## config.mk

```make
export PLATFORM = sky130hd
export DESIGN_NAME = jtag_gpr_access
export DESIGN_NICKNAME = d
export VERILOG_FILES = /design/src/rtl/jtag_gpr_access.sv
export SDC_FILE = /design/constraint.sdc
export NUM_CORES = 1
export LEC_CHECK = 0
export CELL_PAD_IN_SITES_DETAIL_PLACEMENT = 1
export CELL_PAD_IN_SITES_GLOBAL_PLACEMENT = 1
export CORE_MARGIN = 2
export CORE_UTILIZATION = 33
export CTS_CLUSTER_SIZE = 12
export DETAILED_ROUTE_END_ITERATION = 16
export GPL_TIMING_DRIVEN = 0
export PLACE_DENSITY_LB_ADDON = 0.25
export SKIP_CTS_REPAIR_TIMING = 1
export SYNTH_ARGS = -nofsm -noshare
export SYNTH_HDL_FRONTEND = slang
export SYNTH_SLANG_ARGS = --single-unit
```

## constraint.sdc

```tcl
create_clock -name clk -period 4.43 [get_ports clk]
set_input_delay 0.886 -clock clk [delete_from_list [all_inputs] [get_ports clk]]
set_output_delay 0.886 -clock clk [all_outputs]
set_load 0.01 [all_outputs]
```

## src/rtl/jtag_gpr_access.sv

```systemverilog
// Debug-side GPR access engine for the register file's JTAG port.
// Waits for core halt, performs one read or write per command, and verifies each write by read-back.
module jtag_gpr_access #(
    parameter int unsigned REG_ADDR_WIDTH = 5,
    parameter int unsigned CPU_WIDTH      = 32,
    parameter int unsigned HALT_TIMEOUT   = 256,
    parameter int unsigned MAX_RETRY      = 2
) (
    input  logic                      clk,
    input  logic                      rst,
    input  logic                      cmd_valid_i,
    output logic                      cmd_ready_o,
    input  logic                      cmd_write_i,
    input  logic [REG_ADDR_WIDTH-1:0] cmd_regno_i,
    input  logic [CPU_WIDTH-1:0]      cmd_wdata_i,
    output logic                      rsp_valid_o,
    input  logic                      rsp_ready_i,
    output logic [CPU_WIDTH-1:0]      rsp_rdata_o,
    output logic [1:0]                rsp_err_o,
    input  logic                      core_halted_i,
    output logic                      jtag_we_o,
    output logic [REG_ADDR_WIDTH-1:0] jtag_addr_o,
    output logic [CPU_WIDTH-1:0]      jtag_data_o,
    input  logic [CPU_WIDTH-1:0]      jtag_data_i
);

    localparam int unsigned TO_W = (HALT_TIMEOUT > 1) ? $clog2(HALT_TIMEOUT) : 1;
    localparam int unsigned RT_W = (MAX_RETRY > 0) ? $clog2(MAX_RETRY + 1) : 1;
    localparam logic [TO_W-1:0] TO_LAST = TO_W'(HALT_TIMEOUT - 1);
    localparam logic [RT_W-1:0] RT_MAX  = RT_W'(MAX_RETRY);

    localparam logic [1:0] ERR_OK     = 2'd0;
    localparam logic [1:0] ERR_HALT   = 2'd1;
    localparam logic [1:0] ERR_VERIFY = 2'd2;

    typedef enum logic [2:0] {
        IDLE,
        WAIT_HALT,
        READ,
        WRITE,
        VERIFY,
        RESP
    } state_t;

    state_t                    state;
    logic [TO_W-1:0]           to_cnt;
    logic [RT_W-1:0]           rt_cnt;
    logic                      cmd_write;
    logic [REG_ADDR_WIDTH-1:0] cmd_regno;
    logic [CPU_WIDTH-1:0]      cmd_wdata;

    // Command sequencing; response payload is registered and held after the handshake.
    always_ff @(posedge clk) begin
        if (rst) begin
            state       <= IDLE;
            to_cnt      <= '0;
            rt_cnt      <= '0;
            cmd_write   <= 1'b0;
            cmd_regno   <= '0;
            cmd_wdata   <= '0;
            rsp_rdata_o <= '0;
            rsp_err_o   <= ERR_OK;
        end else begin
            case (state)
                IDLE: begin
                    if (cmd_valid_i) begin
                        cmd_write <= cmd_write_i;
                        cmd_regno <= cmd_regno_i;
                        cmd_wdata <= cmd_wdata_i;
                        to_cnt    <= '0;
                        rt_cnt    <= '0;
                        state     <= WAIT_HALT;
                    end
                end
                WAIT_HALT: begin
                    if (core_halted_i) begin
                        if (!cmd_write) begin
                            state <= READ;
                        end else if (cmd_regno != '0) begin
                            state <= WRITE;
                        end else begin
                            // x0 is hardwired: report success without strobing.
                            rsp_rdata_o <= '0;
                            rsp_err_o   <= ERR_OK;
                            state       <= RESP;
                        end
                    end else if (to_cnt == TO_LAST) begin
                        rsp_rdata_o <= '0;
                        rsp_err_o   <= ERR_HALT;
                        state       <= RESP;
                    end else begin
                        to_cnt <= to_cnt + TO_W'(1);
                    end
                end
                READ: begin
                    if (!core_halted_i) begin
                        rsp_rdata_o <= '0;
                        rsp_err_o   <= ERR_HALT;
                    end else begin
                        rsp_rdata_o <= jtag_data_i;
                        rsp_err_o   <= ERR_OK;
                    end
                    state <= RESP;
                end
                WRITE: begin
                    if (!core_halted_i) begin
                        rsp_rdata_o <= '0;
                        rsp_err_o   <= ERR_HALT;
                        state       <= RESP;
                    end else begin
                        state <= VERIFY;
                    end
                end
                VERIFY: begin
                    if (!core_halted_i) begin
                        rsp_rdata_o <= '0;
                        rsp_err_o   <= ERR_HALT;
                        state       <= RESP;
                    end else begin
                        rsp_rdata_o <= jtag_data_i;
                        if (jtag_data_i == cmd_wdata) begin
                            rsp_err_o <= ERR_OK;
                            state     <= RESP;
                        end else if (rt_cnt < RT_MAX) begin
                            // A core write won the port; try again.
                            rt_cnt <= rt_cnt + RT_W'(1);
                            state  <= WRITE;
                        end else begin
                            rsp_err_o <= ERR_VERIFY;
                            state     <= RESP;
                        end
                    end
                end
                RESP: begin
                    if (rsp_ready_i) begin
                        state <= IDLE;
                    end
                end
                default: state <= IDLE;
            endcase
        end
    end

    // Port strobes and address are pure decodes of the state register.
    assign cmd_ready_o = (state == IDLE) && !rst;
    assign rsp_valid_o = (state == RESP);
    assign jtag_we_o   = (state == WRITE);
    assign jtag_addr_o = (state == IDLE) ? '0 : cmd_regno;
    assign jtag_data_o = (state == IDLE) ? '0 : cmd_wdata;

endmodule
```

-- Yosys cells after proc, flatten, opt, wreduce, memory -nomap -nowiden
Index checks and enable logic that the tools add are counted.
W data, S select, Z words.
- add/subtract/negate cells: 2
- $lt $le $gt $ge: 1
- equality and inequality tests: 19
- muxes and demuxes: 39
- reductions and logical operators: 15
- operators by type and width (operator ; count):
    $mux W32 ; 7
    $pmux W32 S3 ; 1
    $eq A32 B32 Y1 ; 1
    $mux W3 ; 9
    $mux W2 ; 12
    $mux W8 ; 3
    $pmux W3 S6 ; 1
    $pmux W8 S2 ; 1
    $ne A2 B2 Y1 const B ; 7
    $reduce_and A5 Y1 ; 2
    $ne A3 B3 Y1 const B ; 3
    $add A8 B1 Y8 const B ; 1
    $eq A8 B8 Y1 const B ; 1
    $pmux W2 S4 ; 1
    $eq A3 B2 Y1 const B ; 2
    $eq A3 B3 Y1 const B ; 2
    $reduce_and A6 Y1 ; 1
    $mux W5 ; 1
    $reduce_bool A5 Y1 ; 1
    $ne A4 B4 Y1 const B ; 1
    $pmux W2 S2 ; 1
    $reduce_and A4 Y1 ; 1
    $reduce_bool A2 Y1 ; 2
    $reduce_bool A4 Y1 ; 1
    12 further kinds ; 13
- register bits after elaboration: 85
- input port bits: 75
- output and inout bits: 74

-- Depth between registers and ports, before layout
Gate-level depths: netlist of run 1.
- word-level depth: 5
- gate-level depth with buffers: 8
- gate-level depth less buffers: 6

-- Least setup slack after synthesis of run 1
No wires, ideal clock.
- path kind: input port to output port
- start point: in rst
- end point: out cmd_ready_o
- arrival: 1.816 ns
- slack: 1.728 ns
- stages on the path: 4
- buffers on the path: 3
- path through: clkbuf_1 clkbuf_1 buf_1 nor2_1
- word-level cells in the longest chain between the ends: 2
- RTL lines (what ; line ; text):
    from (decl) ; 10 ; input logic rst,
    $logic_not A1 Y1 ; 145 ; assign cmd_ready_o = (state == IDLE) && !rst;
    $logic_and A1 B1 Y1 ; 145 ;
    to (decl) ; 12 ; output logic cmd_ready_o,
Every way passes these cells.

-- Worst setup path after layout of run 1
- start point: reg state[2]
- end point: out jtag_data_o[12]
- word-level cells in the longest chain between the ends: 2
- RTL lines (what ; line ; text):
    from (decl) ; 45 ; state_t state;
    from (signal assigned) ; 55 ; state <= IDLE;
    from (signal assigned) ; 72 ; state <= WAIT_HALT;
    from (signal assigned) ; 78 ; state <= READ;
    $logic_not A3 Y1 ; 149 ; assign jtag_data_o = (state == IDLE) ? '0 : cmd_wdata;
    $mux W32 ; 149 ;
    to (decl) ; 23 ; output logic [CPU_WIDTH-1:0] jtag_data_o,
Every way passes these cells.

==> results.cfg, run 1 <==
[pwr]
leakage_nw = 2.14
power_density_nw_per_um2 = 478
p_clk_share_pct = 32.1
comb_power_share_pct = 33.9
peakVddDrop_mv = 0.208
p_int_mw = 1.82
p_seq_share_pct = 33.9
power_switching_share_pct = 33.8
p_switching_mw = 0.932

[sta]
setup_viol_count_final = 0
hold_viol_final = 0
worstMarginPinSlew_ps = 786
fin_ws_ps = 712
tns_ps = 0
fin_crit_sh_pct = 83.9
clock.fmax_mhz = 269
period_minus_slack_ps = 3720
fin_worst_skew_ps = 8.14
drv_slew = 0
rsz0062_at_grt = no
slew_headroom_pct = 47.2

[synth]
yosysUniqueCellTypes = 36
syn_inst = 456
synth_seq_area_share_pct = 45.2
ys_ff_latch = 85
synth_nets = 532
ys_warn_count = 0
syn_area_um2 = 3760
syn_area_per_cell_um2 = 8.25

[cts]
clock-root-buffer = clkbuf_16
cts_made_buffers = 9
clkTransAtPathRegs_ps = 70
ctsHtreeMaxLevel = 3
numClockSinks = 85
cts_tree = yes
clk_latency_ps = 340
clockBufferDepth = 2

[drt]
via_per_inst = 5.09
drtIter0Drc = 177
wl_per_cell_um = 18.7
ant_nets = 0
wirelength_um = 14200
dr_total_vias = 3864
drtPass1Iterations = 4
drc = 0

[outcome]
outcome = completed

[die]
start_util_pct = 34.3
num_io_pins = 149
die_area_um2 = 12300
dieWidth_um = 111
rows = 38
core_region_area_um2 = 11000
die_h_um = 111

[global_route]
grt_pass1_vias = 4239
grt_max_degree = 15
grtUsageTotal_pct = 23.4
overflow = 0
antenna_found_initial = 0
grt_pass1_wl_um = 22700

[min_path]
min_path_type = reg -> reg
worstHoldPathCells = 2

[flow_run]
cap_violations = 0

[cells_and_area]
area_growth_pct = 53.0
antennaDiodeCount = 0
design_area_um2 = 5760
drive_gt1_share_pct = 4.20
finalNetCount = 690
post-route-util_pct = 52.4

[placed_design]
gp_congestion = 0.812
dpl.hpwl_um = 10900
io_buffers = 147
place_area_um2 = 5410
pre_cts_ws_ps = 869

[setup_path]
path_max_fanout = 10
cp-end-kind = output pin
r2r_cells = 6
crit_required_ps = 3540
rrSetupSlack_ps = 1960
crit_path_start_kind = flop
worstSetupPathType = reg -> out
crit_arrival_ps = 2830
==> sequential cells by signal (all words and copies together) (netlist names) <==
| register | count |
|---|---|
| cmd_wdata | 32 |
| rsp_rdata_o | 32 |
| to_cnt | 8 |
| cmd_regno | 5 |
| state | 3 |
| rsp_err_o | 2 |
| rt_cnt | 2 |
| cmd_write | 1 |
==> synth_stat cells (all sizes together) <==
library cell | n | share of area, %
or4 | 2 | 0.40
o21ai | 3 | 0.40
a211oi | 3 | 0.60
xnor2 | 5 | 1.2
nand2 | 85 | 8.5
nor2b | 2 | 0.33
a41o | 1 | 0.27
ha | 1 | 0.33
a22oi | 32 | 7.1
xor2 | 34 | 7.9
nor2 | 48 | 4.8
o41ai | 1 | 0.23
nand3 | 8 | 1.1
nor4b | 1 | 0.23
or4b | 1 | 0.27
mux2 | 1 | 0.30
o21a | 1 | 0.20
o2111ai | 1 | 0.23
o221ai | 1 | 0.23
nor3 | 5 | 0.67
buf | 4 | 1.0
a311o | 1 | 0.30
or3 | 2 | 0.33
and2 | 39 | 6.5
dfxtp | 85 | 45
a311oi | 1 | 0.23
inv | 3 | 0.30
nor4 | 8 | 1.3
clkbuf | 27 | 2.7
o211ai | 1 | 0.20
a21oi | 44 | 5.9
nand4 | 4 | 0.67
o21bai | 1 | 0.20
==> power by group through the flow <==
stage	Sequential [mW]	Clock (mW)	Combinational [mW]
floorplan	0.944	0	0.487
global placement	0.945	0	0.897
global route	0.947	0.933	1.02
detailed placement	0.951	0	0.927
finish	0.934	0.885	0.935
CTS	0.935	0.898	0.937
==> cell type report <==
type	count	area (um2)
clock inverter	5	106
multi-input combinational	337	1910
clock buffer	11	243
tap	140	175
buffer	31	139
fill	1340	5230
sequential	85	1700
timing repair buffer	147	1470
inverter	3	11.3
==> cells by family after synthesis <==
family | after synthesis | share of synthesized area, %
and+or+nand+nor | 205 | 25.1
AOI/OAI and AO/OA | 91 | 16.0
DFF | 85 | 45.2
xor gates and xnor gates | 39 | 9.08
buffers and inverters | 34 | 3.99
muxes | 1 | 0.299
adders and majority gates | 1 | 0.333
==> through the flow <==
stage | instances | total power, mW | hold WS (ps)
2_1_floorplan | 456 | 1.43 | 440
4_1_cts | 759 | 2.77 | 479
3_3_place_gp | 743 | 1.84 | 453
5_1_grt | 759 | 2.90 | 507
3_5_place_dp | 743 | 1.88 | 467
6_report | 759 | 2.75 | 473
==> worst max-delay path: stages, from the launching register on <==
cell and delay (ps):
dfxtp_1 310, clkbuf_1 320, or3_1 250, clkbuf_1 350
clkbuf_1 490, and2_1 210, clkdlybuf4s50_1 570
==> path summary, 6_finish.rpt <==
path	end	startpoint
setup / recovery	jtag_data_o[12]	state[2]$_SDFFE_PP0P_
hold / removal	cmd_regno[1]$_SDFFE_PP0P_	cmd_regno[1]$_SDFFE_PP0P_
setup reg to reg	rsp_rdata_o[29]$_SDFFE_PP0P_	cmd_regno[4]$_SDFFE_PP0P_
hold reg to reg	cmd_regno[1]$_SDFFE_PP0P_	cmd_regno[1]$_SDFFE_PP0P_
==> cell usage in the layout, fill, tap and decap left out, types with 9 or more instances in the layout <==
cell / instances
and2_1: 38
clkbuf_16: 9
xor2_1: 34
clkbuf_1: 28
nand2_1: 85
nor2_1: 48
a22oi_1: 27
dfxtp_1: 85
clkdlybuf4s50_1: 147
a21oi_1: 44
==> layer usage <==
layer	global-route usage [%]	vias up	share of wire, %
met5	0	-	0
met4	7.67	0	1.9
met3	5.36	15	6.4
met2	39.9	133	48
met1	29.1	1864	43
li1	-	1852	-
Note: power is estimated with default switching activity, not from simulation.
==> run 2: changes to the inputs <==
CORE_UTILIZATION = 28   (was 33)
clock period = 3.11 ns   (was 4.43 ns; I/O delays follow)
==> run 2 against run 1 <==
Utilization down 8.8 points. Via count shrank 2.6%. Routed wire length up 0.20%. Sequential share of layout area rose by 0.051 points. Sequential cell count did not move. First-iteration DRC count grew 8.5%. Cell area down 0.17%. Register-to-register slack got worse by 1300 ps. Final cell count rose by 4.5%. Setup slack lost 600 ps. Clock-buffer cell count grew 2. Combinational power grew 41%. Critical endpoint unchanged. Largest power group is now sequential cells.
==> results.cfg, run 2 (same netlist as run 1, synthesis figures left out) <==
[outcome]
outcome = completed

[drt]
drtPass1Iterations = 4
wl_per_cell_um = 17.9
dr_total_vias = 3762
wirelength_um = 14200
drtIter0Drc = 192
ant_nets = 0
via_per_inst = 4.74
drc = 0

[pwr]
peakVddDrop_mv = 0.306
power_density_nw_per_um2 = 651
total_power_mw = 3.74
leakage_nw = 2.11

[sta]
setup_viol_count_final = 0
period_minus_slack_ps = 3000
whs_ps = 474
rsz0062_at_grt = no
slew_headroom_pct = 47.0
worstMarginPinSlew_ps = 789
fin_crit_sh_pct = 96.5
clock.fmax_mhz = 333
hold_viol_final = 0
drv_slew = 0
fin_worst_skew_ps = 10.1
tns_ps = 0

[die]
num_io_pins = 149
die_area_um2 = 14400
start_util_pct = 28.5
core_region_area_um2 = 13200
dieWidth_um = 120
rows = 42
die_h_um = 120

[global_route]
grt_pass1_wl_um = 22100
overflow = 0
grt_pass1_vias = 3987
antenna_found_initial = 0
grtUsageTotal_pct = 20.0
grt_max_degree = 14

[cts]
cts_tree = yes
clockBufferDepth = 2
clkTransAtPathRegs_ps = 70
numClockSinks = 85
cts_made_buffers = 9
ctsHtreeMaxLevel = 3
clock-root-buffer = clkbuf_16
clk_latency_ps = 340

[min_path]
min_path_type = reg -> reg
worstHoldPathCells = 2
min_from = cmd_regno[4]$_SDFFE_PP0P_
hold_path_end = cmd_regno[4]$_SDFFE_PP0P_

[setup_path]
crit_required_ps = 2490
startpoint = state[2]$_SDFFE_PP0P_
r2r_cells = 6
path_max_fanout = 10
crit_arrival_ps = 2380
worstSetupPathType = reg -> out
cp-end-kind = output pin
rrSetupSlack_ps = 630
r2r-start = cmd_regno[4]$_SDFFE_PP0P_
crit_path_start_kind = flop
r2r_end = rsp_rdata_o[28]$_SDFFE_PP0P_

[flow_run]
cap_violations = 0

[placed_design]
dpl.hpwl_um = 11000
gp_congestion = 0.788
place_area_um2 = 5450
io_buffers = 147

[cells_and_area]
reg_top3 = cmd_wdata x32, rsp_rdata_o x32, to_cnt x8
mostFrequentLayoutCells = clkdlybuf4s50_1 (147), nand2_1 (85), dfxtp_1 (85)
finalNetCount = 688
layout_commonest_cell = clkdlybuf4s50_1
post-route-util_pct = 43.6
antennaDiodeCount = 0
design_area_um2 = 5750
area_growth_pct = 52.8
drive_gt1_share_pct = 4.38
==> run 2: changes by cell type in the layout (fill, tap and decap cells not counted) <==
cell and change:
inv_6 -1, clkinvlp_4 +1, clkbuf_2 +2, clkbuf_4 +1
clkbuf_1 -3, bufinv_16 -2
==> run 2: worst max path at each step <==
stage | end | slack (ps) | cells after the start
6_report | jtag_data_o[12] | 110 | 5
5_1_grt | jtag_data_o[21] | 20 | 5
4_1_cts | jtag_data_o[12] | -440 | 6
3_5_place_dp | jtag_data_o[12] | -60 | 6
2_1_floorplan | rsp_rdata_o[18]$_SDFFE_PP0P_ | 920 | 6
3_3_place_gp | jtag_data_o[12] | -1 | 6
==> run 2: area by class of cell <==
cell class	count	area, um2
multi-input combinational	337	1910
tap	176	220
timing repair buffer	147	1470
sequential	85	1700
buffer	29	138
clock buffer	13	250
clock inverter	3	45.0
inverter	3	11.3
fill	1557	7440
==> run 2: per-layer routing <==
metal | track usage [%] | wire length, um
met2 | 32.5 | 6740
met1 | 26.7 | 6370
met3 | 4.61 | 917
met4 | 5.66 | 176
met5 | 0 | 0
==> run 2: power by group <==
part	leakage [nW]	total [mW]	internal, mW	switching (mW)
combinational	1.29	1.32	0.563	0.754
clock	0.136	1.08	0.646	0.432
sequential	0.692	1.35	1.23	0.121
total	2.11	3.74	2.43	1.31
==> run 2: critical path, cell delays in order (launching register included) <==
cell and delay (ps):
dfxtp_1 400, or3_1 490, clkbuf_2 230, clkbuf_4 240, and2_1 170, clkdlybuf4s50_1 500
==> run 2: metrics by stage <==
step           setup slack, ps  cells
2_1_floorplan              924    456
3_3_place_gp             -1.29    779
3_5_place_dp             -59.5    779
4_1_cts                   -444    795
5_1_grt                   20.8    793
6_report                   108    793
==> edit (config.mk and constraints of run 2) <==
Set the parameter `REG_ADDR_WIDTH` to 6 (it was 5).
--- a/src/rtl/jtag_gpr_access.sv
+++ b/src/rtl/jtag_gpr_access.sv
@@ -1,7 +1,7 @@
 // Debug-side GPR access engine for the register file's JTAG port.
 // Waits for core halt, performs one read or write per command, and verifies each write by read-back.
 module jtag_gpr_access #(
-    parameter int unsigned REG_ADDR_WIDTH = 5,
+    parameter int unsigned REG_ADDR_WIDTH = 6,
     parameter int unsigned CPU_WIDTH      = 32,
     parameter int unsigned HALT_TIMEOUT   = 256,
     parameter int unsigned MAX_RETRY      = 2
Ports: changed (resized cmd_regno_i and jtag_addr_o); port bits go from 149 to 151. The function was not compared with the original's and may differ.
==> edit against run 2 <==
  * Register-to-register slack improved by 0.23 ns
  * Routed wire length decreased by 1.7%
  * Final cell count increased by 0.88%
  * Total power decreased by 1.3%
  * Sequential cell count increased by 1
  * Design area increased by 1.6%
  * Worst setup slack improved by 0.056 ns
  * Clock power decreased by 8%
  * Maximum frequency increased by 1.9%
  * Worst hold slack got worse by 0.0019 ns
  * Synthesized area increased by 2.5%
  * Die area increased by 2.4%
==> edit: results (changes against run 2) <==
{
  "area_taken_by_multi_input_logic_gates": {"value": 0.00197, "unit": "mm2", "change": "+3.0%"},
  "power.net_switching": {"value": 1.31, "unit": "mW", "change": "about the same"},
  "status": {"value": "completed"},
  "drt-wirelength-per-cell": {"value": 17.5, "unit": "um", "change": "-2.6%"},
  "gp_routability_congestion": {"value": 0.782, "change": "-0.77%"},
  "use_met3": {"value": 5.26, "unit": "%", "change": "+0.65 points"},
  "dp_hpwl": {"value": 11100, "unit": "um", "change": "+0.57%"},
  "setup.reg_to_reg.worst_slack": {"value": 0.86, "unit": "ns", "change": "+0.23 ns"},
  "pre_cts_ws": {"value": -0.0365, "unit": "ns", "change": "+0.0230 ns"},
  "drt-initial-drc-count": {"value": 127, "change": "-34%"},
  "vias_in_the_first_global_route": {"value": 4048, "change": "+1.5%"},
  "route.detailed.vias_per_inst": {"value": 4.75, "change": "about the same"},
  "worst_r2r_path_depth": {"value": 5, "change": "-1"},
  "dpl_cell_area": {"value": 0.00557, "unit": "mm2", "change": "+2.1%"},
  "synth_sequential_area_ratio": {"value": 44.7, "unit": "%", "change": "-0.57 points"},
  "grt_max_degree": {"value": 15, "change": "+1"},
  "crit-reg2reg-launch": {"value": "cmd_wdata[18]"},
  "final_layout_size_suffix_gt1_share": {"value": 5.62, "unit": "%", "change": "+1.2 points"},
  "crit_path_start": {"value": "rst"},
  "filler_cell_count": {"value": 1625, "change": "+4.4%"},
  "grtUsageMet1": {"value": 24.2, "unit": "%", "change": "-2.5 points"},
  "worst_slew_pin_slew": {"value": 0.678, "unit": "ns", "change": "-0.110 ns"},
  "grt_usage": {"value": 19.1, "unit": "%", "change": "-0.90 points"},
  "synth_mux_area_share": {"value": 0.292, "unit": "%", "change": "-0.0072 points"},
  "arrival": {"value": 2.32, "unit": "ns", "change": "-0.06 ns"},
  "synth_fp_nets": {"value": 535, "change": "+0.56%"},
  "r2r-end": {"value": "rt_cnt[0]"},
  "setup_skew_after_layout": {"value": 0.00667, "unit": "ns", "change": "-0.00347 ns"},
  "finish.net_count": {"value": 695, "change": "+1.0%"},
  "yosys.area_share.adder": {"value": 0.325, "unit": "%", "change": "-0.0080 points"},
  "ir_worst_vdd": {"value": 0.000328, "unit": "V", "change": "+7.3%"},
  "global_route.usage.met2": {"value": 33.0, "unit": "%", "change": "+0.51 points"}
}
[edit: cell families after synthesis]
family          Yosys count
compound gates           90
xor+xnor                 39
fa+ha+maj                 1
buf+inv                  34
flops                    86
mux                       1
simple gates            207
[edit: layout make-up]
| class | count | area share [%] |
|---|---|---|
| inverters | 4 | 0.257 |
| flip-flops and latches | 86 | 29.5 |
| repair buffers | 149 | 25.5 |
| multi-input cells | 338 | 33.7 |
| plain buffers | 30 | 2.59 |
| clock inverters | 5 | 0.621 |
| clock buffers | 11 | 3.99 |
| well taps | 176 | 3.77 |
| diodes | 1 | 0.0429 |
[edit: critical path, delay by kind of cell]
kind                   cells  cell delay, ns
buffers and inverters      4            1.59
and+or+nand+nor            1            0.11
[edit: power groups by stage]
stage | sequential (mW) | clock (mW) | combinational [mW]
floorplan | 1.37 | 0 | 0.733
global placement | 1.37 | 0 | 1.33
detailed placement | 1.38 | 0 | 1.36
CTS | 1.35 | 1.01 | 1.37
global route | 1.37 | 1.05 | 1.48
finish | 1.35 | 0.990 | 1.35
[edit: per-stage QoR]
stage | setup TNS, ns | total power, mW | cells
4_1_cts | -0.0381 | 3.73 | 799
6_report | 0 | 3.69 | 800
5_1_grt | 0 | 3.91 | 799
3_5_place_dp | -0.0365 | 2.73 | 783
2_1_floorplan | 0 | 2.10 | 458
3_3_place_gp | 0 | 2.70 | 783
[edit: how the worst min path moves through the flow]
stage / startpoint / to / slack, ns / cells past startpoint
finish: cmd_write / cmd_write / 0.47 / 2
global route: cmd_wdata[20] / cmd_wdata[20] / 0.51 / 2
CTS: cmd_write / cmd_write / 0.47 / 2
floorplan: cmd_regno[4] / cmd_regno[4] / 0.44 / 2
global placement: cmd_regno[0] / cmd_regno[0] / 0.46 / 2
detailed placement: cmd_write / cmd_write / 0.46 / 2
[edit: per-layer routing]
metal  routed length, um  part of all wire (%)  vias up
li1                    -                     -     1871
met1                6280                    45     1823
met2                6840                    49       99
met3                 765                   5.5        5
met4                  78                  0.56        0
met5                   0                     0        -
